<file path="config.mk">
export PLATFORM = sky130hd
export DESIGN_NAME = memory_access_flat
export DESIGN_NICKNAME = d
export VERILOG_FILES = /design/src/rtl/memory_access_if.sv /design/src/rtl/memory_access.sv /design/src/flat_wrapper.sv
export SDC_FILE = /design/constraint.sdc
export NUM_CORES = 1
export LEC_CHECK = 0
export CAP_MARGIN = 15
export CELL_PAD_IN_SITES_DETAIL_PLACEMENT = 1
export CELL_PAD_IN_SITES_GLOBAL_PLACEMENT = 1
export CORE_MARGIN = 3
export CORE_UTILIZATION = 37
export CTS_BUF_LIST = sky130_fd_sc_hd__clkbuf_8
export CTS_CLUSTER_DIAMETER = 30
export DETAILED_ROUTE_END_ITERATION = 8
export GPL_TIMING_DRIVEN = 0
export HOLD_SLACK_MARGIN = 0.03
export PLACE_DENSITY_LB_ADDON = 0.1
export SLEW_MARGIN = 20
export SYNTH_ARGS = -nofsm -noshare
export SYNTH_HDL_FRONTEND = slang
export SYNTH_SLANG_ARGS = --single-unit
export TNS_END_PERCENT = 30
</file>
<file path="constraint.sdc">
create_clock -name clk -period 3.6 [get_ports clk]
set_clock_uncertainty 0.05 [all_clocks]
set_input_delay 1.08 -clock clk [delete_from_list [all_inputs] [get_ports clk]]
set_output_delay 1.08 -clock clk [all_outputs]
set_load 0.02 [all_outputs]
</file>
<file path="src/rtl/memory_access_if.sv">
// Data-memory request/acknowledge port between the MEM pipeline stage and data memory.
// The stage drives through the master modport; the memory answers through slave.
interface memory_access_if;
    logic        req;
    logic        we;
    logic [31:0] addr;
    logic [31:0] wdata;
    logic [31:0] rdata;
    logic        ack;

    modport master (output req, output we, output addr, output wdata, input rdata, input ack);
    modport slave  (input req, input we, input addr, input wdata, output rdata, output ack);
endinterface

</file>
<file path="src/rtl/memory_access.sv">
// MEM pipeline stage: EX/MEM register, variable-latency load/store port, MEM/WB register.
// Optional MEM_ALIGN_CHECK_EN aborts word-misaligned accesses without touching memory.
module memory_access #(
    parameter int ACK_TIMEOUT = 15,
    parameter int CNT_W       = 8
) (
    input  logic            clk,
    input  logic            rst_n,
    input  logic            ex_valid,
    input  logic [31:0]     ex_alu_result,
    input  logic [31:0]     ex_write_data,
    input  logic [4:0]      ex_write_addr,
    input  logic            ex_mem_read,
    input  logic            ex_mem_write,
    input  logic            ex_mem_to_reg,
    input  logic            ex_reg_write,
    output logic            mem_stall,
    memory_access_if.master dmem,
    output logic            wb_valid,
    output logic            wb_reg_write,
    output logic [4:0]      wb_write_addr,
    output logic [31:0]     wb_write_data,
    output logic            mem_fault
);
    typedef enum logic [0:0] {
        ST_IDLE = 1'b0,
        ST_REQ  = 1'b1
    } state_t;

    state_t           state_r;
    state_t           state_nxt_s;
    logic [CNT_W-1:0] cnt_r;

    logic             m_valid_r;
    logic [31:0]      m_alu_r;
    logic [31:0]      m_wdata_r;
    logic [4:0]       m_waddr_r;
    logic             m_read_r;
    logic             m_write_r;
    logic             m_to_reg_r;
    logic             m_reg_write_r;
    logic             m_misalign_r;

    logic             ex_misalign_s;
    logic             ex_issue_s;
    logic             m_store_s;
    logic             timeout_s;
    logic             stall_s;
    logic             fault_s;

`ifdef MEM_ALIGN_CHECK_EN
    function automatic logic word_misaligned(input logic [1:0] low_bits);
        return (low_bits != 2'b00);
    endfunction

    assign ex_misalign_s = ex_valid & (ex_mem_read | ex_mem_write) & word_misaligned(ex_alu_result[1:0]);
`else
    assign ex_misalign_s = 1'b0;
`endif

    // A memory op only reaches the port if it is live and passes the alignment gate.
    assign ex_issue_s = ex_valid & (ex_mem_read | ex_mem_write) & ~ex_misalign_s;
    // Read+write together is treated as a load.
    assign m_store_s  = m_write_r & ~m_read_r;
    assign timeout_s  = (state_r == ST_REQ) & ~dmem.ack & (cnt_r == CNT_W'(ACK_TIMEOUT - 1));
    assign stall_s    = (state_r == ST_REQ) & ~dmem.ack & ~timeout_s;
    assign fault_s    = timeout_s | (m_valid_r & m_misalign_r);

    assign mem_stall  = stall_s;
    assign dmem.req   = (state_r == ST_REQ);
    assign dmem.we    = (state_r == ST_REQ) & m_store_s;
    assign dmem.addr  = m_alu_r;
    assign dmem.wdata = m_wdata_r;

    // Next-state: completion or abort re-enters REQ directly when EX already holds a memory op.
    always_comb begin
        state_nxt_s = state_r;
        case (state_r)
            ST_IDLE: begin
                if (ex_issue_s) begin
                    state_nxt_s = ST_REQ;
                end else begin
                    state_nxt_s = ST_IDLE;
                end
            end
            ST_REQ: begin
                if (stall_s) begin
                    state_nxt_s = ST_REQ;
                end else if (ex_issue_s) begin
                    state_nxt_s = ST_REQ;
                end else begin
                    state_nxt_s = ST_IDLE;
                end
            end
            default: state_nxt_s = ST_IDLE;
        endcase
    end

    // State register and wait counter; the counter restarts whenever the stage advances.
    always_ff @(posedge clk or negedge rst_n) begin
        if (!rst_n) begin
            state_r <= ST_IDLE;
            cnt_r   <= {CNT_W{1'b0}};
        end else begin
            state_r <= state_nxt_s;
            if (stall_s) begin
                cnt_r <= cnt_r + CNT_W'(1);
            end else begin
                cnt_r <= {CNT_W{1'b0}};
            end
        end
    end

    // EX/MEM register: takes Execute's results whenever the stage is not stalled.
    always_ff @(posedge clk or negedge rst_n) begin
        if (!rst_n) begin
            m_valid_r     <= 1'b0;
            m_alu_r       <= 32'h0000_0000;
            m_wdata_r     <= 32'h0000_0000;
            m_waddr_r     <= 5'd0;
            m_read_r      <= 1'b0;
            m_write_r     <= 1'b0;
            m_to_reg_r    <= 1'b0;
            m_reg_write_r <= 1'b0;
            m_misalign_r  <= 1'b0;
        end else if (!stall_s) begin
            m_valid_r     <= ex_valid;
            m_alu_r       <= ex_alu_result;
            m_wdata_r     <= ex_write_data;
            m_waddr_r     <= ex_write_addr;
            m_read_r      <= ex_mem_read;
            m_write_r     <= ex_mem_write;
            m_to_reg_r    <= ex_mem_to_reg;
            m_reg_write_r <= ex_reg_write;
            m_misalign_r  <= ex_misalign_s;
        end else begin
            m_valid_r     <= m_valid_r;
        end
    end

    // MEM/WB register; the fault flag is written every edge so it can only ever pulse.
    always_ff @(posedge clk or negedge rst_n) begin
        if (!rst_n) begin
            wb_valid      <= 1'b0;
            wb_reg_write  <= 1'b0;
            wb_write_addr <= 5'd0;
            wb_write_data <= 32'h0000_0000;
            mem_fault     <= 1'b0;
        end else begin
            mem_fault <= fault_s;
            if (!stall_s) begin
                wb_valid      <= m_valid_r;
                wb_reg_write  <= m_valid_r & m_reg_write_r & ~m_store_s & ~fault_s;
                wb_write_addr <= m_waddr_r;
                wb_write_data <= m_to_reg_r ? dmem.rdata : m_alu_r;
            end else begin
                wb_valid      <= wb_valid;
            end
        end
    end

endmodule

</file>
<file path="src/flat_wrapper.sv">
// flat-port wrapper written by rule: the top's interface ports become plain ports
module memory_access_flat 
#(
    parameter int ACK_TIMEOUT = 15,
    parameter int CNT_W       = 8
)
  (clk, rst_n, ex_valid, ex_alu_result, ex_write_data, ex_write_addr, ex_mem_read, ex_mem_write, ex_mem_to_reg, ex_reg_write, mem_stall, wb_valid, wb_reg_write, wb_write_addr, wb_write_data, mem_fault, dmem_req, dmem_we, dmem_addr, dmem_wdata, dmem_rdata, dmem_ack);
  memory_access_if dmem_i ();
  input  logic clk;
  input  logic rst_n;
  input  logic ex_valid;
  input  logic [31:0] ex_alu_result;
  input  logic [31:0] ex_write_data;
  input  logic [4:0] ex_write_addr;
  input  logic ex_mem_read;
  input  logic ex_mem_write;
  input  logic ex_mem_to_reg;
  input  logic ex_reg_write;
  output logic mem_stall;
  output logic wb_valid;
  output logic wb_reg_write;
  output logic [4:0] wb_write_addr;
  output logic [31:0] wb_write_data;
  output logic mem_fault;
  output wire logic [$bits(dmem_i.req)-1:0] dmem_req;
  output wire logic [$bits(dmem_i.we)-1:0] dmem_we;
  output wire logic [$bits(dmem_i.addr)-1:0] dmem_addr;
  output wire logic [$bits(dmem_i.wdata)-1:0] dmem_wdata;
  input wire logic [$bits(dmem_i.rdata)-1:0] dmem_rdata;
  input wire logic [$bits(dmem_i.ack)-1:0] dmem_ack;
  assign dmem_req = dmem_i.req;
  assign dmem_we = dmem_i.we;
  assign dmem_addr = dmem_i.addr;
  assign dmem_wdata = dmem_i.wdata;
  assign dmem_i.rdata = dmem_rdata;
  assign dmem_i.ack = dmem_ack;
  memory_access #(.ACK_TIMEOUT(ACK_TIMEOUT), .CNT_W(CNT_W)) u_core (.clk(clk), .rst_n(rst_n), .ex_valid(ex_valid), .ex_alu_result(ex_alu_result), .ex_write_data(ex_write_data), .ex_write_addr(ex_write_addr), .ex_mem_read(ex_mem_read), .ex_mem_write(ex_mem_write), .ex_mem_to_reg(ex_mem_to_reg), .ex_reg_write(ex_reg_write), .mem_stall(mem_stall), .dmem(dmem_i), .wb_valid(wb_valid), .wb_reg_write(wb_reg_write), .wb_write_addr(wb_write_addr), .wb_write_data(wb_write_data), .mem_fault(mem_fault));
endmodule
</file>
[Yosys cells after proc, flatten, opt, wreduce, memory -nomap -nowiden]
Cells that the tools add are included.
W data, S select, Z words.
Storage, ports and cells
  output and inout bits: 107
  memory bits (writable): 0
  bits in latches: 0
  memories kept: 0
  bits in read-only memories: 0
  flip-flop bits (word level): 123
  word-level logic and storage cells: 37
  input bits: 109
Operators by class
  div/mod/pow operators: 0
  magnitude comparators: 0
  reduce and logical (&&, ||, !) cells: 0
  bitwise operators: 15
  multiplexer cells: 5
  shift operators: 0
  equality and inequality tests: 1
  multiply operators: 0
  $add $sub $neg: 1
Operators with widths (number)
  $mux W32: 1
  $and A1 B1 Y1: 9
  $add A8 B1 Y8 const B: 1
  $eq A8 B4 Y1 const B: 1
  $mux W8: 1
  $not A1 Y1: 5
  $mux W1: 2
  $pmux W1 S2: 1
  $or A1 B1 Y1: 1

[Longest topological paths before layout]
  depth in word-level cells: 7
  mapped depth: 8
  depth with buffers taken out: 6

[Worst setup path before layout]
No wires, ideal clock.
  kind: in2out
  start point: input dmem_ack
  end point: output mem_stall
  arrival: 1725 ps
  slack: 745 ps
  path buffers: 2
  required time: 2470 ps
  stages on the path: 5
  cell sequence: nor2b_1 > o21ai_2 > inv_2 > buf_6 > buf_6
On the way
  word-level cells in the longest chain between the ends: 5
RTL lines
  start: declaration: RTL line flat_wrapper.sv:30  | input wire logic [$bits(dmem_i.ack)-1:0] dmem_ack;
  $not A1 Y1 *: RTL line memory_access.sv:65, memory_access.sv:66
  $and A1 B1 Y1 *: RTL line memory_access.sv:65, memory_access.sv:66
  $and A1 B1 Y1: RTL line memory_access.sv:65  | assign timeout_s = (state_r == ST_REQ) & ~dmem.ack & (cnt_r == CNT_W'(ACK_TIMEOUT - 1));
  $not A1 Y1: RTL line memory_access.sv:66  | assign stall_s = (state_r == ST_REQ) & ~dmem.ack & ~timeout_s;
  $and A1 B1 Y1 *: RTL line memory_access.sv:66
  end: declaration: RTL line flat_wrapper.sv:19  | output logic mem_stall;
Every way passes the cells marked *; elsewhere a longest branch is shown, timed or not.

[Worst setup path after layout]
Ends and elaborated chain as after synthesis.

==> metrics.cfg <==
[placed_design]
numPortBuffers=215
gp_congestion=0.744
place_ws_ns=-0.470
dp_hpwl_um=10000
dp.cells=718

[cts]
cts_sinks=123
numCtsBuffers=17
clockBufferDepth=2
cts_tree=done
htree_levels=4
ctsHoldBuffers=0
root_buffer=clkbuf_8
clock_latency_ns=0.42
post-cts-setup-buffers=0
path_clk_slew_ns=0.06

[setup_path]
r2r-start=u_core.cnt_r[4]$_DFF_PN0_
start_kind=input port
critPathCaptureType=output port
worst-r2r-setup-slack_ns=1.57
crit_arrival_ns=2.38
critPathMaxFanout=19
worst-r2r-cell-count=5
cp_data_required_time_ns=2.47
reg2reg_to=u_core.wb_write_data[11]$_DFFE_PN0N_
crit_type=input port to output port

[yosys]
netlist_area_sq_mm=0.00512
synth-seq-cells=123
synth_edf_count=0
synth_top_cell_by_area=dfrtp_1
async_flop_share=1.00
post-synth-top-count-cell=mux2_2
synth-main-ff-cell=dfrtp_1
syn_inst=326
yosysTopAreaCellShare=0.601
synth_warnings=0
synth.yosys.seq_area_share=0.601
syn_area_per_cell_sq_um=15.7
synth.distinct_cells=27
synthesis.nets=437
synth_area_leaders=dfrtp_1, mux2_2, mux2_4
yosys-top-cells-count=mux2_2, dfrtp_1, buf_6, mux2_4, nor2_1

[timing]
fin_worst_hold_slack_ns=0.454
timing.final.crit_share=0.975
worst_slack_ns=0.0892
timing.fmax_ghz=0.285
relSlewSlack=0.553
post-route-min-period_ns=3.51
grt_setup_unrepaired=false
hold_viol=0
maxSlewViolCount=0
finalSetupViolCount=0
tightestPinTransition_ns=0.671

[floorplan]
start_util=0.382
core_sq_mm=0.0134
pin_count=216
num_rows=42
die_w_um=124
die_y_um=124
dieArea_sq_mm=0.0153

[pwr]
cellLeakagePower_nw=3.27
vdd_ir_drop_max_mv=0.216
powerDensity_mw_per_mm2=465

[global_route]
met1_usage=0.214
grt_overflow=0
grt_pass1_vias=3978
grt_pass1_wl_um=20900
met2_usage=0.297
grt_max_degree=80
top_usage_layer=met2
track_usage=0.181
use_met3=0.0731
antenna_found_initial=0

[detailed_routing]
wirelength_um=13600
via_per_inst=4.78
vias=3572
avgRoutedWirePerCell_um=18.2
drc=0
firstDrtPassIters=4
ant_nets=0
drtIter0Drc=123

[final_layout]
drive_above_1_share=0.327
syn_to_final_growth_pct=53.3
final_cells=747
nNetsFinal=671
antennaDiodeCount=0

[min_path]
min_path_type=flip-flop to flip-flop
min_to=u_core.dmem.wdata[24]$_DFFE_PN0N_
hp-start=u_core.dmem.wdata[24]$_DFFE_PN0N_
min_path_cells=1

[status]
status=finished clean

[run]
cap_violations=0

-- cell families after synthesis --
kind of cell | after synthesis | share of synthesized area
simple gates | 26 | 0.0261
xor+xnor | 3 | 0.00513
compound gates | 9 | 0.0103
flops | 123 | 0.601
fa+ha+maj | 2 | 0.00489
mux | 144 | 0.323
buf+inv | 19 | 0.0291
-- what timing repair did --
action,4_1_cts,5_1_grt
endpoints found under the setup margin,1,1
gates cloned,0,0
gates resized for setup,4,2
-- metrics by stage --
stage	area, sq um	utilization	power (mW)	setup TNS (ns)
after floorplan	5120	-	2.13	0
after global placement	7490	0.559	2.64	-435.87
after detailed placement	7520	0.562	2.67	-0.470
after CTS	7840	0.585	3.71	0
after global routing	7850	0.586	3.84	0
final	7850	0.586	3.65	0
-- metal layers --
metal,part of all wire,wire [um],up-vias
met1,0.40,5410,1788
li1,-,-,1629
met2,0.49,6650,136
met3,0.097,1320,19
met5,0,0,-
met4,0.018,240,0
-- critical path, cell delays in order --
cell	delay, ns
clkdlybuf4s50_1	0.45
nor2b_2	0.19
o21ai_2	0.09
inv_2	0.10
buf_12	0.18
clkdlybuf4s15_2	0.28
-- worst max-delay path by stage --
stage,end,cells after the start,from,slack (ns)
CTS,mem_stall,6,dmem_ack,0.02
global placement,u_core.dmem.wdata[24]$_DFFE_PN0N_,1,rst_n,-3.55
floorplan,mem_stall,5,dmem_ack,0.75
global route,mem_stall,6,dmem_ack,0.02
detailed placement,mem_stall,7,dmem_ack,-0.47
finish,mem_stall,6,dmem_ack,0.09
-- where the power goes --
group          leakage [nW]  total, mW  internal (mW)  switching (mW)
Sequential             1.45       1.63           1.54          0.0919
Combinational          1.62      0.998          0.567           0.432
Clock                 0.196       1.01          0.522           0.493
Total                  3.27       3.65           2.63            1.02
-- area by class of cell --
cell class	instances	area [sq um]
Tap cell	176	220
Fill cell	1331	5550
Multi-Input combinational cell	184	1900
Clock buffer	21	289
Buffer	16	139
Inverter	2	7.51
Sequential cell	123	3080
Clock inverter	9	36.3
Timing Repair Buffer	216	2190
-- sequential cells by signal, indices dropped and copies added, names as in the netlist, 5 cells and up --
name and cells:
u_core.dmem.addr 32, u_core.wb_write_data 32, u_core.dmem.wdata 32, u_core.cnt_r 8, u_core.wb_write_addr 5, u_core.m_waddr_r 5
-- layout by cell type (no fill, tap or decap), types with 2 or more instances in the layout --
master / synthesis / routed
xor2_1: 2 / 2
buf_2: 2 / 2
nand3_1: 4 / 4
or3_1: 4 / 4
nand2_1: 4 / 4
clkdlybuf4s50_1: 0 / 213
o21ai_0: 4 / 4
buf_6: 9 / 7
mux2_2: 135 / 135
clkinv_2: 0 / 2
dfrtp_1: 123 / 123
buf_4: 2 / 2
a21oi_1: 3 / 3
clkbuf_8: 0 / 21
clkbuf_1: 4 / 4
ha_1: 2 / 2
inv_1: 1 / 8
nor2_1: 6 / 6
mux2_4: 9 / 9
Power figures use the tool's default switching activity.
